`config.mk`:
```
export PLATFORM = sky130hd
export DESIGN_NAME = seq_divider
export DESIGN_NICKNAME = d
export VERILOG_FILES = /design/src/rtl/instr_exec_checker_pkg.sv /design/src/rtl/instr_register_pkg.sv /design/src/rtl/seq_divider.sv
export SDC_FILE = /design/constraint.sdc
export NUM_CORES = 1
export LEC_CHECK = 0
export BUFFER_PORTS_ARGS = -buffer_cell sky130_fd_sc_hd__buf_4
export CELL_PAD_IN_SITES_DETAIL_PLACEMENT = 0
export CELL_PAD_IN_SITES_GLOBAL_PLACEMENT = 1
export CORE_UTILIZATION = 46
export CTS_BUF_LIST = sky130_fd_sc_hd__clkbuf_4 sky130_fd_sc_hd__clkbuf_8 sky130_fd_sc_hd__clkbuf_16
export DETAILED_ROUTE_END_ITERATION = 16
export GPL_TIMING_DRIVEN = 0
export PLACE_DENSITY = 0.86
export SLEW_MARGIN = 20
export SYNTH_ARGS = -nofsm -noshare
export SYNTH_HDL_FRONTEND = slang
export SYNTH_SLANG_ARGS = --single-unit
```
`constraint.sdc`:
```
create_clock -name clk -period 7.8 [get_ports clk]
set_clock_uncertainty 0.05 [all_clocks]
set_input_delay 0.39 -clock clk [delete_from_list [all_inputs] [get_ports clk]]
set_output_delay 0.39 -clock clk [all_outputs]
set_load 0.03 [all_outputs]
```
`src/rtl/instr_exec_checker_pkg.sv`:
```
// instr_exec_checker_pkg: FSM states and divider length for the execution checker
package instr_exec_checker_pkg;
  typedef enum logic [2:0] {IDLE, FETCH, CALC, DIVIDE, OUTPUT, DONE} exec_state_t;
  localparam int DIV_CYCLES = 32;
endpackage

```
`src/rtl/instr_register_pkg.sv`:
```
// instr_register_pkg: shared instruction-register types
// opcode_t is 4 bits wide so encodings above MOD are representable (and treated as unknown)
package instr_register_pkg;
  typedef enum logic [3:0] {ZERO, PASSA, PASSB, ADD, SUB, MULT, DIV, MOD} opcode_t;
  typedef logic signed [31:0] operand_t;
  typedef logic signed [63:0] operand_res;
  typedef logic [4:0] address_t;
  typedef struct packed {
    opcode_t    opc;
    operand_t   op_a;
    operand_t   op_b;
    operand_res rezultat;
  } instruction_t;
endpackage

```
`src/rtl/seq_divider.sv`:
```
// seq_divider: 32-cycle signed shift-subtract divider (quotient toward zero, remainder signed like dividend)
// ports: clk, reset_n (sync, active-low), start, dividend, divisor -> quotient, remainder, div_done
module seq_divider
  import instr_register_pkg::*, instr_exec_checker_pkg::*;
(
  input  logic     clk,
  input  logic     reset_n,
  input  logic     start,
  input  operand_t dividend,
  input  operand_t divisor,
  output operand_t quotient,
  output operand_t remainder,
  output logic     div_done
);
  logic [31:0] r_q, q_q, d_q, a_abs, b_abs, r_in, q_in, d_in, r_nx, q_nx;
  logic [32:0] sh;
  logic [5:0] cnt;
  logic run, neg_q, neg_r, ge;
  assign a_abs = dividend[31] ? -dividend : dividend;
  assign b_abs = divisor[31] ? -divisor : divisor;
  // the start edge already performs the first iteration so div_done lands 32 cycles after start
  always_comb begin
    r_in = start ? '0 : r_q;
    q_in = start ? a_abs : q_q;
    d_in = start ? b_abs : d_q;
    sh = {r_in, q_in[31]};
    ge = sh >= {1'b0, d_in};
    r_nx = ge ? 32'(sh - {1'b0, d_in}) : sh[31:0];
    q_nx = {q_in[30:0], ge};
  end
  assign div_done = run && cnt == 6'(DIV_CYCLES);
  assign quotient = neg_q ? -q_q : q_q;
  assign remainder = neg_r ? -r_q : r_q;
  always_ff @(posedge clk) begin
    if (!reset_n) begin
      run <= 1'b0;
      cnt <= '0;
      r_q <= '0;
      q_q <= '0;
      d_q <= '0;
      neg_q <= 1'b0;
      neg_r <= 1'b0;
    end else if (start) begin
      run <= 1'b1;
      cnt <= 6'd1;
      r_q <= r_nx;
      q_q <= q_nx;
      d_q <= b_abs;
      neg_q <= dividend[31] ^ divisor[31];
      neg_r <= dividend[31];
    end else if (div_done) begin
      run <= 1'b0;
    end else if (run) begin
      r_q <= r_nx;
      q_q <= q_nx;
      cnt <= cnt + 6'd1;
    end
  end
endmodule

```
==> metrics.csv, run 1 <==
metric,value,unit
final_hold_viol_count,0,
maximum_fanout_along_the_worst_path,10,
mostFrequentLayoutCell,nand2_1,
firstDrtPassIters,6,
timing.slew.headroom,30.60,%
element_type_at_the_critical_path_end,register,
whs,0.2494,ns
finalSetupViolCount,0,
rsz0062_at_grt,no,
h_tree_depth,3,
power_density,164.1,nW/um^2
tritoncts,yes,
layout_worst_path_cycle_share,73.38,%
timing.critical_path.mode_cell,clkbuf_1,
yosysTopAreaCellShare,23.48,%
sinks_on_the_clock_net,105,
cts_resized,0,
cts_root_buffer,clkbuf_16,
routed_wirelength,30030,microns
number_of_inserted_diodes,0,
critical_path_depth,16,
tritoncts.num_buffers,9,
ir_worst_vdd,0.1202,mV
std_cell_core_area,18890,sq um
fin_nets,1435,
crit_required,8.00,ns
synth_area_leader,dfxtp_1,
grt_max_degree,18,
drt_first_iter_violations,819,
critical_path.startpoint_type,input pin,
drv.max_cap_violation_count,0,
ys.warnings.count,0,
clk_pin_slew,0.08,ns
route.detailed.vias_per_inst,5.889,
critical_path.slowest_cell,clkbuf_1,
worst-r2r-cell-count,11,
grt_antenna_before_repair,0,
report.final.slew_viol_count,0,
initial_standard_cell_utilization_of_the_core,47.39,%
via_count_of_the_first_global_routing_pass,8529,
cts-root-to-sink-buffers,2,
max_slew.worst_pin.slew,1.034,ns
hold_path_class,input pin to register,
cpPeakStageDelay,0.66,ns
route.vias.total,9381,
synth.distinct_cells,68,
critical_path_arrival,5.92,ns
netlist_top_cells_area,"dfxtp_1, xnor2_1, nand2_1",
synth_enable_flop_cells,0,
ordered_list_of_cells_on_the_worst_path,buf_4 -> clkbuf_1 -> clkbuf_1 -> clkbuf_1 -> clkbuf_1 -> o21ai_0 -> ha_1 -> nand3_1 -> or3_1 -> or4_1 -> o21a_2 -> o2111ai_4 -> nand2_4 -> clkbuf_1 -> a41oi_1 -> nand3_1,
ys_seq_elements,105,
drc,0,
r2r_slack,3.81,ns
power_leakage,4.431,nW
dieHeight,141.5,microns
placement.io_buffers,130,
criticalPathCategory,input pin to register,
number_of_hold_repair_buffers_added_at_the_cts_stage,0,
grt_remaining_overflow,0,
synthesized_instance_count,1187,
place_congestion,0.9574,
async_flop_share,0,%
netlist_area,8954,sq um
status,completed,
detail_route.wl_per_cell,18.85,microns
clkLatencyLatePin,0.36,ns
rr_endpoint,r_q[26],
max_clock_freq,0.1747,GHz
grt_usage,29.99,%
postCtsSetupBuffers,0,
crit_path_start,start,
post_route_cells_drive_above_1_share,13.20,%
timing.setup.tns,0,ns
timing.final.crit_period,5.724,ns
hpwl,23470,microns
design.portCount,132,
area_growth,17.69,%
capturing_element_of_the_worst_setup_path,r_q[31],
worstPathBufferInverterCount,6,
placement_rows,50,
design.die.area,20030,sq um
crit_family,buffers and inverters,
syn-mean-instance-area,7.543,sq um
global_route_wire_length_before_repair,46360,microns
flip_flop_cell_with_the_highest_count_after_synthesis,dfxtp_1,
die_width,141.5,microns
antenna_left,0,
layout_common_cells,"nand2_1, buf_4, dfxtp_1",
synth_seq_area_share,23.48,%
crit-reg2reg-launch,r_q[2],
synth_fp_nets,1294,
-- worst min-delay path by stage --
stage	to	slack [ns]	from	cells after the start
floorplan	d_q[23]	0.40	d_q[23]	1
global placement	d_q[25]	0.41	d_q[25]	1
detailed placement	d_q[25]	0.42	d_q[25]	1
CTS	q_q[1]	0.25	dividend[0]	2
global route	q_q[1]	0.27	dividend[0]	2
finish	q_q[1]	0.25	dividend[0]	2
-- registers in the layout, indices dropped and copies added (netlist names) --
signal	flops
d_q	32
q_q	32
r_q	32
cnt	6
neg_q	1
neg_r	1
run	1
-- cells in the mapped netlist (6+ instances only) --
cell	count
a21o_1	13
a21oi_1	78
a31oi_1	8
and2_1	6
and3_1	21
clkbuf_1	58
dfxtp_1	105
ha_1	39
inv_1	27
mux2i_1	22
nand2_1	170
nand2b_1	10
nand3_1	42
nand4_1	11
nor2_1	44
nor2b_1	61
nor3_1	12
nor4_1	12
o211a_1	16
o21ai_0	92
o21ai_1	6
o21bai_1	6
o22ai_1	11
o31ai_1	37
o41ai_1	20
or2_2	6
or3_1	15
or4_1	19
xnor2_1	89
xor2_1	57
-- per-stage QoR --
step | instance area [sq um] | power [mW] | util [%] | worst slack [ns] | instances
floorplan | 8954 | 1.052 | - | 2.996 | 1187
CTS | 10540 | 1.727 | 55.77 | 2.189 | 1593
global route | 10540 | 1.815 | 55.77 | 1.810 | 1593
global placement | 10250 | 1.279 | 54.28 | 1.802 | 1577
detailed placement | 10250 | 1.281 | 54.28 | 1.816 | 1577
finish | 10540 | 1.729 | 55.77 | 2.076 | 1593
-- worst reg2reg max path, cell delays in order, from the launching register on --
cell       delay [ns]
dfxtp_1          0.47
nor2b_1          0.21
ha_1             0.32
a21o_1           0.20
a21oi_1          0.21
nand2_1          0.18
a311oi_1         0.89
o2111ai_4        0.30
nand2_4          0.21
clkbuf_1         0.50
a21oi_1          0.16
o31ai_1          0.20
-- report_power, final --
group          switching, mW  total (mW)  internal [mW]
sequential            0.0374       0.608          0.571
combinational          0.415       0.669          0.253
clock                  0.225       0.452          0.226
total                  0.678        1.73           1.05
-- final cells by class --
class                   count  area, sq um
multi-input cells         988         6460
clock inverters             6        43.79
plain buffers              67        290.3
clock buffers              10        239.0
inverters                  27        101.3
repair buffers            130        975.9
flip-flops and latches    105         2102
fillers                  1914         8356
well taps                 260        325.3
-- metal layers --
layer	track usage (%)	vias to the layer above	wire length (microns)
li1	-	4577	-
met1	43.05	4392	14030
met2	45.47	360	12780
met3	4.860	52	2288
met4	9.847	0	934
met5	0	-	0
-- cell families (layout without fill, tap and decap cells) --
group / after synthesis / count (layout) / share of synthesized area, %
AOI/OAI and AO/OA: 336 / 336 / 24.58
xor gates and xnor gates: 146 / 146 / 14.28
adders and majority gates: 40 / 40 / 5.674
buffers and inverters: 94 / 240 / 4.374
DFF: 105 / 105 / 23.48
muxes: 23 / 23 / 2.585
and+or+nand+nor: 443 / 443 / 25.03
No activity file was read; power rests on OpenSTA's default activity.
==> inputs of run 2 (changes only) <==
--- a/config.mk
+++ b/config.mk
@@ -8,11 +8,11 @@
 export BUFFER_PORTS_ARGS = -buffer_cell sky130_fd_sc_hd__buf_4
 export CELL_PAD_IN_SITES_DETAIL_PLACEMENT = 0
 export CELL_PAD_IN_SITES_GLOBAL_PLACEMENT = 1
-export CORE_UTILIZATION = 46
+export CORE_UTILIZATION = 39
 export CTS_BUF_LIST = sky130_fd_sc_hd__clkbuf_4 sky130_fd_sc_hd__clkbuf_8 sky130_fd_sc_hd__clkbuf_16
 export DETAILED_ROUTE_END_ITERATION = 16
 export GPL_TIMING_DRIVEN = 0
-export PLACE_DENSITY = 0.86
+export PLACE_DENSITY = 0.77
 export SLEW_MARGIN = 20
 export SYNTH_ARGS = -nofsm -noshare
 export SYNTH_HDL_FRONTEND = slang
==> constraint.sdc (replaced) <==
create_clock -name clk -period 4.75 [get_ports clk]
set_clock_uncertainty 0.05 [all_clocks]
set_input_delay 0.2375 -clock clk [delete_from_list [all_inputs] [get_ports clk]]
set_output_delay 0.2375 -clock clk [all_outputs]
set_load 0.03 [all_outputs]
==> run 2 against run 1 <==
  * Worst setup slack lost 1.9 ns
  * Core utilization shrank 7.1 points
  * Non-clock buffer count grew 15
==> metrics.csv, run 2 (synthesis results as in run 1) <==
metric,value,unit,change
post_route_cells_drive_above_1_share,16.70,%,was 13.20%
number_of_inserted_diodes,0,,unchanged
clk_pin_slew,0.07,ns,was 0.08 ns
clkLatencyLatePin,0.36,ns,about the same
design.portCount,132,,unchanged
firstDrtPassIters,5,,was 6
hpwl,24020,microns,was 23470 microns
timing.hold.worst.start,dividend[0],,unchanged
maximum_fanout_along_the_worst_path,6,,was 10
fin_nets,1450,,was 1435
sinks_on_the_clock_net,105,,unchanged
cts-root-to-sink-buffers,2,,unchanged
place_congestion,0.9363,,was 0.9574
grt_usage,26.06,%,was 29.99%
rr_endpoint,r_q[24],,was r_q[26]
grt_max_degree,16,,was 18
whs,0.09848,ns,was 0.2494 ns
placement.io_buffers,130,,unchanged
critical_path.slowest_cell,or4_4,,was clkbuf_1
area_growth,22.58,%,was 17.69%
criticalPathCategory,input pin to register,,unchanged
layout_common_cells,"nand2_1, buf_4, dfxtp_1",,unchanged
status,completed,,unchanged
post_detailed_placement_cell_area,10290,sq um,was 10250 sq um
grt_antenna_before_repair,0,,unchanged
crit_family,simple AND/OR/NAND/NOR gates,,was buffers and inverters
worstPathBufferInverterCount,2,,was 6
detail_route.wl_per_cell,18.99,microns,was 18.85 microns
hold_path_class,input pin to register,,unchanged
placement_rows,55,,was 50
timing.final.crit_period,4.609,ns,
r2r_slack,1.15,ns,was 3.81 ns
route.vias.total,9333,,was 9381
tritoncts.num_buffers,9,,unchanged
route.detailed.vias_per_inst,5.719,,was 5.889
power_density,266.6,nW/um^2,was 164.1 nW/um^2
critical_path.startpoint_type,input pin,,unchanged
std_cell_core_area,22570,sq um,was 18890 sq um
crit-reg2reg-launch,r_q[26],,was r_q[2]
crit_path_start,divisor[8],,was start
layout_worst_path_cycle_share,97.02,%,
ordered_list_of_cells_on_the_worst_path,buf_4 -> or4_4 -> nor4_4 -> nand3_2 -> nand3b_1 -> nand2_1 -> xor2_1 -> nand2_1 -> o21ai_0 -> ha_1 -> nand3_1 -> or3_4 -> or4_4 -> o21a_4 -> o2111ai_4 -> and2_4 -> clkbuf_16 -> mux2i_1 -> a21oi_1,,was buf_4 -> clkbuf_1 -> clkbuf_1 -> clkbuf_1 -> clkbuf_1 -> o21ai_0 -> ha_1 -> nand3_1 -> or3_1 -> or4_1 -> o21a_2 -> o2111ai_4 -> nand2_4 -> clkbuf_1 -> a41oi_1 -> nand3_1
critical_path_arrival,4.78,ns,was 5.92 ns
cpPeakStageDelay,0.56,ns,was 0.66 ns
drt_first_iter_violations,477,,was 819
initial_standard_cell_utilization_of_the_core,39.67,%,was 47.39%
tritoncts,yes,,unchanged
final_util,48.63,%,was 55.77%
max_slew.worst_pin.slew,0.9189,ns,was 1.034 ns
min_to,q_q[1],,unchanged
power_leakage,4.587,nW,was 4.431 nW
global_route_wire_length_before_repair,48150,microns,was 46360 microns
drc,0,,unchanged
timing.slew.headroom,38.74,%,was 30.60%
ir_worst_vdd,0.1731,mV,was 0.1202 mV
min_path_cells,2,,unchanged
routed_wirelength,31000,microns,was 30030 microns
antenna_left,0,,unchanged
via_count_of_the_first_global_routing_pass,9019,,was 8529
report.final.slew_viol_count,0,,unchanged
finalSetupViolCount,0,,unchanged
h_tree_depth,3,,unchanged
mostFrequentLayoutCell,nand2_1,,unchanged
stdcell_area,10980,sq um,was 10540 sq um
top_regs,"d_q x32, q_q x32, r_q x32",,unchanged
final_hold_viol_count,0,,unchanged
worst-r2r-cell-count,11,,unchanged
max_clock_freq,0.2170,GHz,
crit_required,4.92,ns,was 8.00 ns
grt_remaining_overflow,0,,unchanged
dieHeight,153.5,microns,was 141.5 microns
die_width,153.5,microns,was 141.5 microns
cts_root_buffer,clkbuf_16,,unchanged
drv.max_cap_violation_count,0,,unchanged
design.die.area,23570,sq um,was 20030 sq um
element_type_at_the_critical_path_end,register,,unchanged
-- run 2: power by group --
| group | leakage [nW] | internal [mW] | switching [mW] |
|---|---|---|---|
| Combinational | 3.57 | 0.438 | 0.697 |
| Clock | 0.149 | 0.447 | 0.342 |
| Sequential | 0.866 | 0.938 | 0.0638 |
| Total | 4.59 | 1.82 | 1.10 |
-- run 2: area by class of cell --
cell class / instances / area (sq um)
multi-input combinational: 988 / 6675
timing repair buffer: 147 / 1146
tap: 285 / 356.6
clock buffer: 13 / 267.8
clock inverter: 2 / 37.54
fill: 2338 / 11600
sequential: 105 / 2102
inverter: 27 / 101.3
buffer: 65 / 289.0
-- run 2: layer usage --
layer	track usage, %	wire (microns)
met5	0	0
met1	30.80	13110
met4	11.76	1297
met2	46.54	15330
met3	3.720	1259
-- run 2: timing repair --
item / 4_1_cts / 5_1_grt
setup buffers: 7 / 9
endpoints found under the setup margin: 33 / 33
hold endpoints to repair: 0 / 0
hold buffers: 0 / 0
gates resized for setup: 25 / 29
pin swaps: 9 / 14
cloned: 0 / 1
-- run 2: stage by stage --
step	TNS [ns]	total power, mW	std cells	setup slack (ns)
floorplan	0	1.727	1187	0.09867
global placement	-32.06	2.101	1602	-1.103
detailed placement	-30.48	2.103	1602	-1.048
CTS	0	2.904	1624	0.003418
global route	-0.08110	3.070	1632	-0.05588
finish	0	2.926	1632	0.1415
-- run 2: worst register-to-register path: stages, from the launching register on --
cell       delay, ns
dfxtp_1         0.44
nor2b_1         0.32
ha_1            0.30
nand3_1         0.22
or3_4           0.45
or4_4           0.55
o21a_4          0.24
o2111ai_4       0.13
and2_4          0.29
clkbuf_16       0.18
mux2i_1         0.20
a21oi_1         0.09
-- run 2: how the worst max path moves through the flow --
| stage | endpoint | depth (start not counted) | slack (ns) |
|---|---|---|---|
| 6_report | r_q[24] | 19 | 0.14 |
| 5_1_grt | r_q[18] | 18 | -0.06 |
| 4_1_cts | r_q[11] | 19 | 0.003 |
| 3_5_place_dp | r_q[5] | 17 | -1.05 |
| 3_3_place_gp | r_q[16] | 17 | -1.10 |
| 2_1_floorplan | r_q[9] | 18 | 0.1 |
==> inputs of run 3 (changes only) <==
--- a/config.mk
+++ b/config.mk
@@ -5,14 +5,14 @@
 export SDC_FILE = /design/constraint.sdc
 export NUM_CORES = 1
 export LEC_CHECK = 0
-export BUFFER_PORTS_ARGS = -buffer_cell sky130_fd_sc_hd__buf_4
 export CELL_PAD_IN_SITES_DETAIL_PLACEMENT = 0
 export CELL_PAD_IN_SITES_GLOBAL_PLACEMENT = 1
-export CORE_UTILIZATION = 39
+export CORE_UTILIZATION = 43
 export CTS_BUF_LIST = sky130_fd_sc_hd__clkbuf_4 sky130_fd_sc_hd__clkbuf_8 sky130_fd_sc_hd__clkbuf_16
 export DETAILED_ROUTE_END_ITERATION = 16
+export DONT_BUFFER_PORTS = 1
 export GPL_TIMING_DRIVEN = 0
-export PLACE_DENSITY = 0.77
+export PLACE_DENSITY = 0.76
 export SLEW_MARGIN = 20
 export SYNTH_ARGS = -nofsm -noshare
 export SYNTH_HDL_FRONTEND = slang
==> run 3 against run 2 <==
  * Register-to-register slack better by 0.04 ns
  * Final area shrank 11%
  * Global-route usage rose by 1.5 points
  * Critical path depth fell by 1
  * Routed wire length decreased by 4.4%
  * Die area down 9.2%
  * Sequential share of layout area up 2.3 points
  * Critical endpoint is now r_q[17]
==> metrics.csv, run 3 (synthesis results as in run 1) <==
metric,value,unit,change
grt_remaining_overflow,0,,unchanged
worst_slack,0.1610,ns,was 0.1415 ns
number_of_inserted_diodes,0,,unchanged
post_detailed_placement_cell_area,9291,sq um,was 10290 sq um
max_slew.worst_pin.slew,1.001,ns,was 0.9189 ns
final_hold_viol_count,0,,unchanged
dieHeight,146.3,microns,was 153.5 microns
routed_wirelength,29620,microns,was 31000 microns
route.detailed.vias_per_inst,5.951,,was 5.719
crit_required,4.93,ns,was 4.92 ns
report.final.slew_viol_count,0,,unchanged
clkLatencyLatePin,0.37,ns,was 0.36 ns
status,completed,,unchanged
power_leakage,3.877,nW,was 4.587 nW
initial_standard_cell_utilization_of_the_core,44.11,%,was 39.67%
hold_path_class,input pin to register,,unchanged
via_count_of_the_first_global_routing_pass,8536,,was 9019
grt_max_degree,16,,unchanged
die_width,146.3,microns,was 153.5 microns
cts_root_buffer,clkbuf_16,,unchanged
antenna_left,0,,unchanged
stdcell_area,9778,sq um,was 10980 sq um
finalSetupViolCount,0,,unchanged
placement_rows,52,,was 55
sinks_on_the_clock_net,105,,unchanged
clk_pin_slew,0.07,ns,about the same
drv.max_cap_violation_count,0,,unchanged
drc,0,,unchanged
layout_worst_path_cycle_share,96.61,%,was 97.02%
grt_antenna_before_repair,0,,unchanged
max_clock_freq,0.2179,GHz,was 0.2170 GHz
dp_worst_setup_slack,-0.8222,ns,was -1.048 ns
drt_first_iter_violations,473,,was 477
hpwl,23130,microns,was 24020 microns
critical_path_arrival,4.77,ns,was 4.78 ns
detail_route.wl_per_cell,20.00,microns,was 18.99 microns
timing.final.crit_period,4.589,ns,was 4.609 ns
mostFrequentLayoutCell,nand2_1,,unchanged
multi_input_comb_area,6591,sq um,was 6675 sq um
cts-root-to-sink-buffers,2,,unchanged
sequential_cell_area,2102,sq um,unchanged
top_regs,"d_q x32, q_q x32, r_q x32",,unchanged
global_route_wire_length_before_repair,46330,microns,was 48150 microns
power_density,273.4,nW/um^2,was 266.6 nW/um^2
route.vias.total,8813,,was 9333
grt_usage,27.51,%,was 26.06%
std_cell_core_area,20300,sq um,was 22570 sq um
firstDrtPassIters,5,,unchanged
element_type_at_the_critical_path_end,register,,unchanged
filler_cell_count,2154,,was 2338
tritoncts.num_buffers,9,,unchanged
design.portCount,132,,unchanged
timing.slew.headroom,32.55,%,was 38.74%
h_tree_depth,3,,unchanged
power.total,2.674,mW,was 2.926 mW
layout_common_cells,"nand2_1, dfxtp_1, o21ai_0",,"was nand2_1, buf_4, dfxtp_1"
whs,0.02867,ns,was 0.09848 ns
place_congestion,0.9136,,was 0.9363
design.die.area,21400,sq um,was 23570 sq um
placement.io_buffers,0,,was 130
area_growth,9.209,%,was 22.58%
critical_path.startpoint_type,input pin,,unchanged
criticalPathCategory,input pin to register,,unchanged
ir_worst_vdd,0.1703,mV,was 0.1731 mV
post_route_cells_drive_above_1_share,6.358,%,was 16.70%
tritoncts,yes,,unchanged
fin_nets,1313,,was 1450
maximum_fanout_along_the_worst_path,10,,was 6
-- run 3: cell types whose count changed in the layout (fill, tap and decap cells not counted), sizes merged --
cell	change
bufinv	-1
buf	-137
clkbuf	-1
clkinv	+3
dlygate4sd3	+1
clkinvlp	-1
-- run 3: final timing paths --
path / start / to / slack [ns] / cells past startpoint
max: divisor[8] / r_q[17] / 0.16 / 18
min: dividend[25] / q_q[26] / 0.03 / 2
max reg2reg: d_q[30] / r_q[17] / 1.19 / 12
min reg2reg: d_q[26] / d_q[26] / 0.43 / 1
-- run 3: final cells by class --
| class | instances | share of cell area (%) |
|---|---|---|
| clock inverter | 3 | 0.1536 |
| sequential | 105 | 21.50 |
| buffer | 66 | 2.994 |
| multi-input combinational | 988 | 67.41 |
| tap | 270 | 3.455 |
| inverter | 27 | 1.036 |
| timing repair buffer | 9 | 0.7166 |
| clock buffer | 13 | 2.738 |
-- run 3: repair_timing --
action | 4_1_cts | 5_1_grt
hold buffers | 1 | 0
gates resized for setup | 12 | 22
buffers inserted | 4 | 4
gates cloned | 0 | 0
setup endpoints to repair | 33 | 31
pin swaps | 5 | 8
endpoints found under the hold margin | 1 | 0
-- run 3: where the power goes --
part           internal [mW]  leakage [nW]  total (mW)  switching, mW
Combinational          0.302          2.86       0.931          0.629
Clock                  0.394         0.146       0.740          0.346
Sequential             0.938         0.866        1.00         0.0649
Total                   1.63          3.88        2.67           1.04
-- run 3: worst max-delay path: stages --
cell	delay (ns)
or4_4	0.55
nor4_4	0.28
nand3_2	0.16
nand3b_1	0.25
o31ai_2	0.23
xnor2_1	0.16
mux2i_1	0.15
ha_1	0.39
nand4_1	0.14
or3_4	0.43
or4_1	0.53
o21a_2	0.28
o2111ai_4	0.15
and2_1	0.17
buf_4	0.18
buf_6	0.17
mux2i_2	0.23
a21oi_1	0.08
-- run 3: layer usage --
metal	part of all wire, %	wire length [microns]	track usage, %
met5	0	0	0
met1	42	12330	32.38
met2	50	14780	49.38
met4	3.4	1018	11.04
met3	5.0	1487	4.594
-- run 3: through the flow --
step	cells	utilization, %	setup TNS [ns]
after floorplan	1187	-	0
after global placement	1457	45.77	-23.70
after detailed placement	1457	45.77	-22.56
after CTS	1478	47.58	0
after global routing	1481	48.17	-0.005764
final	1481	48.17	0
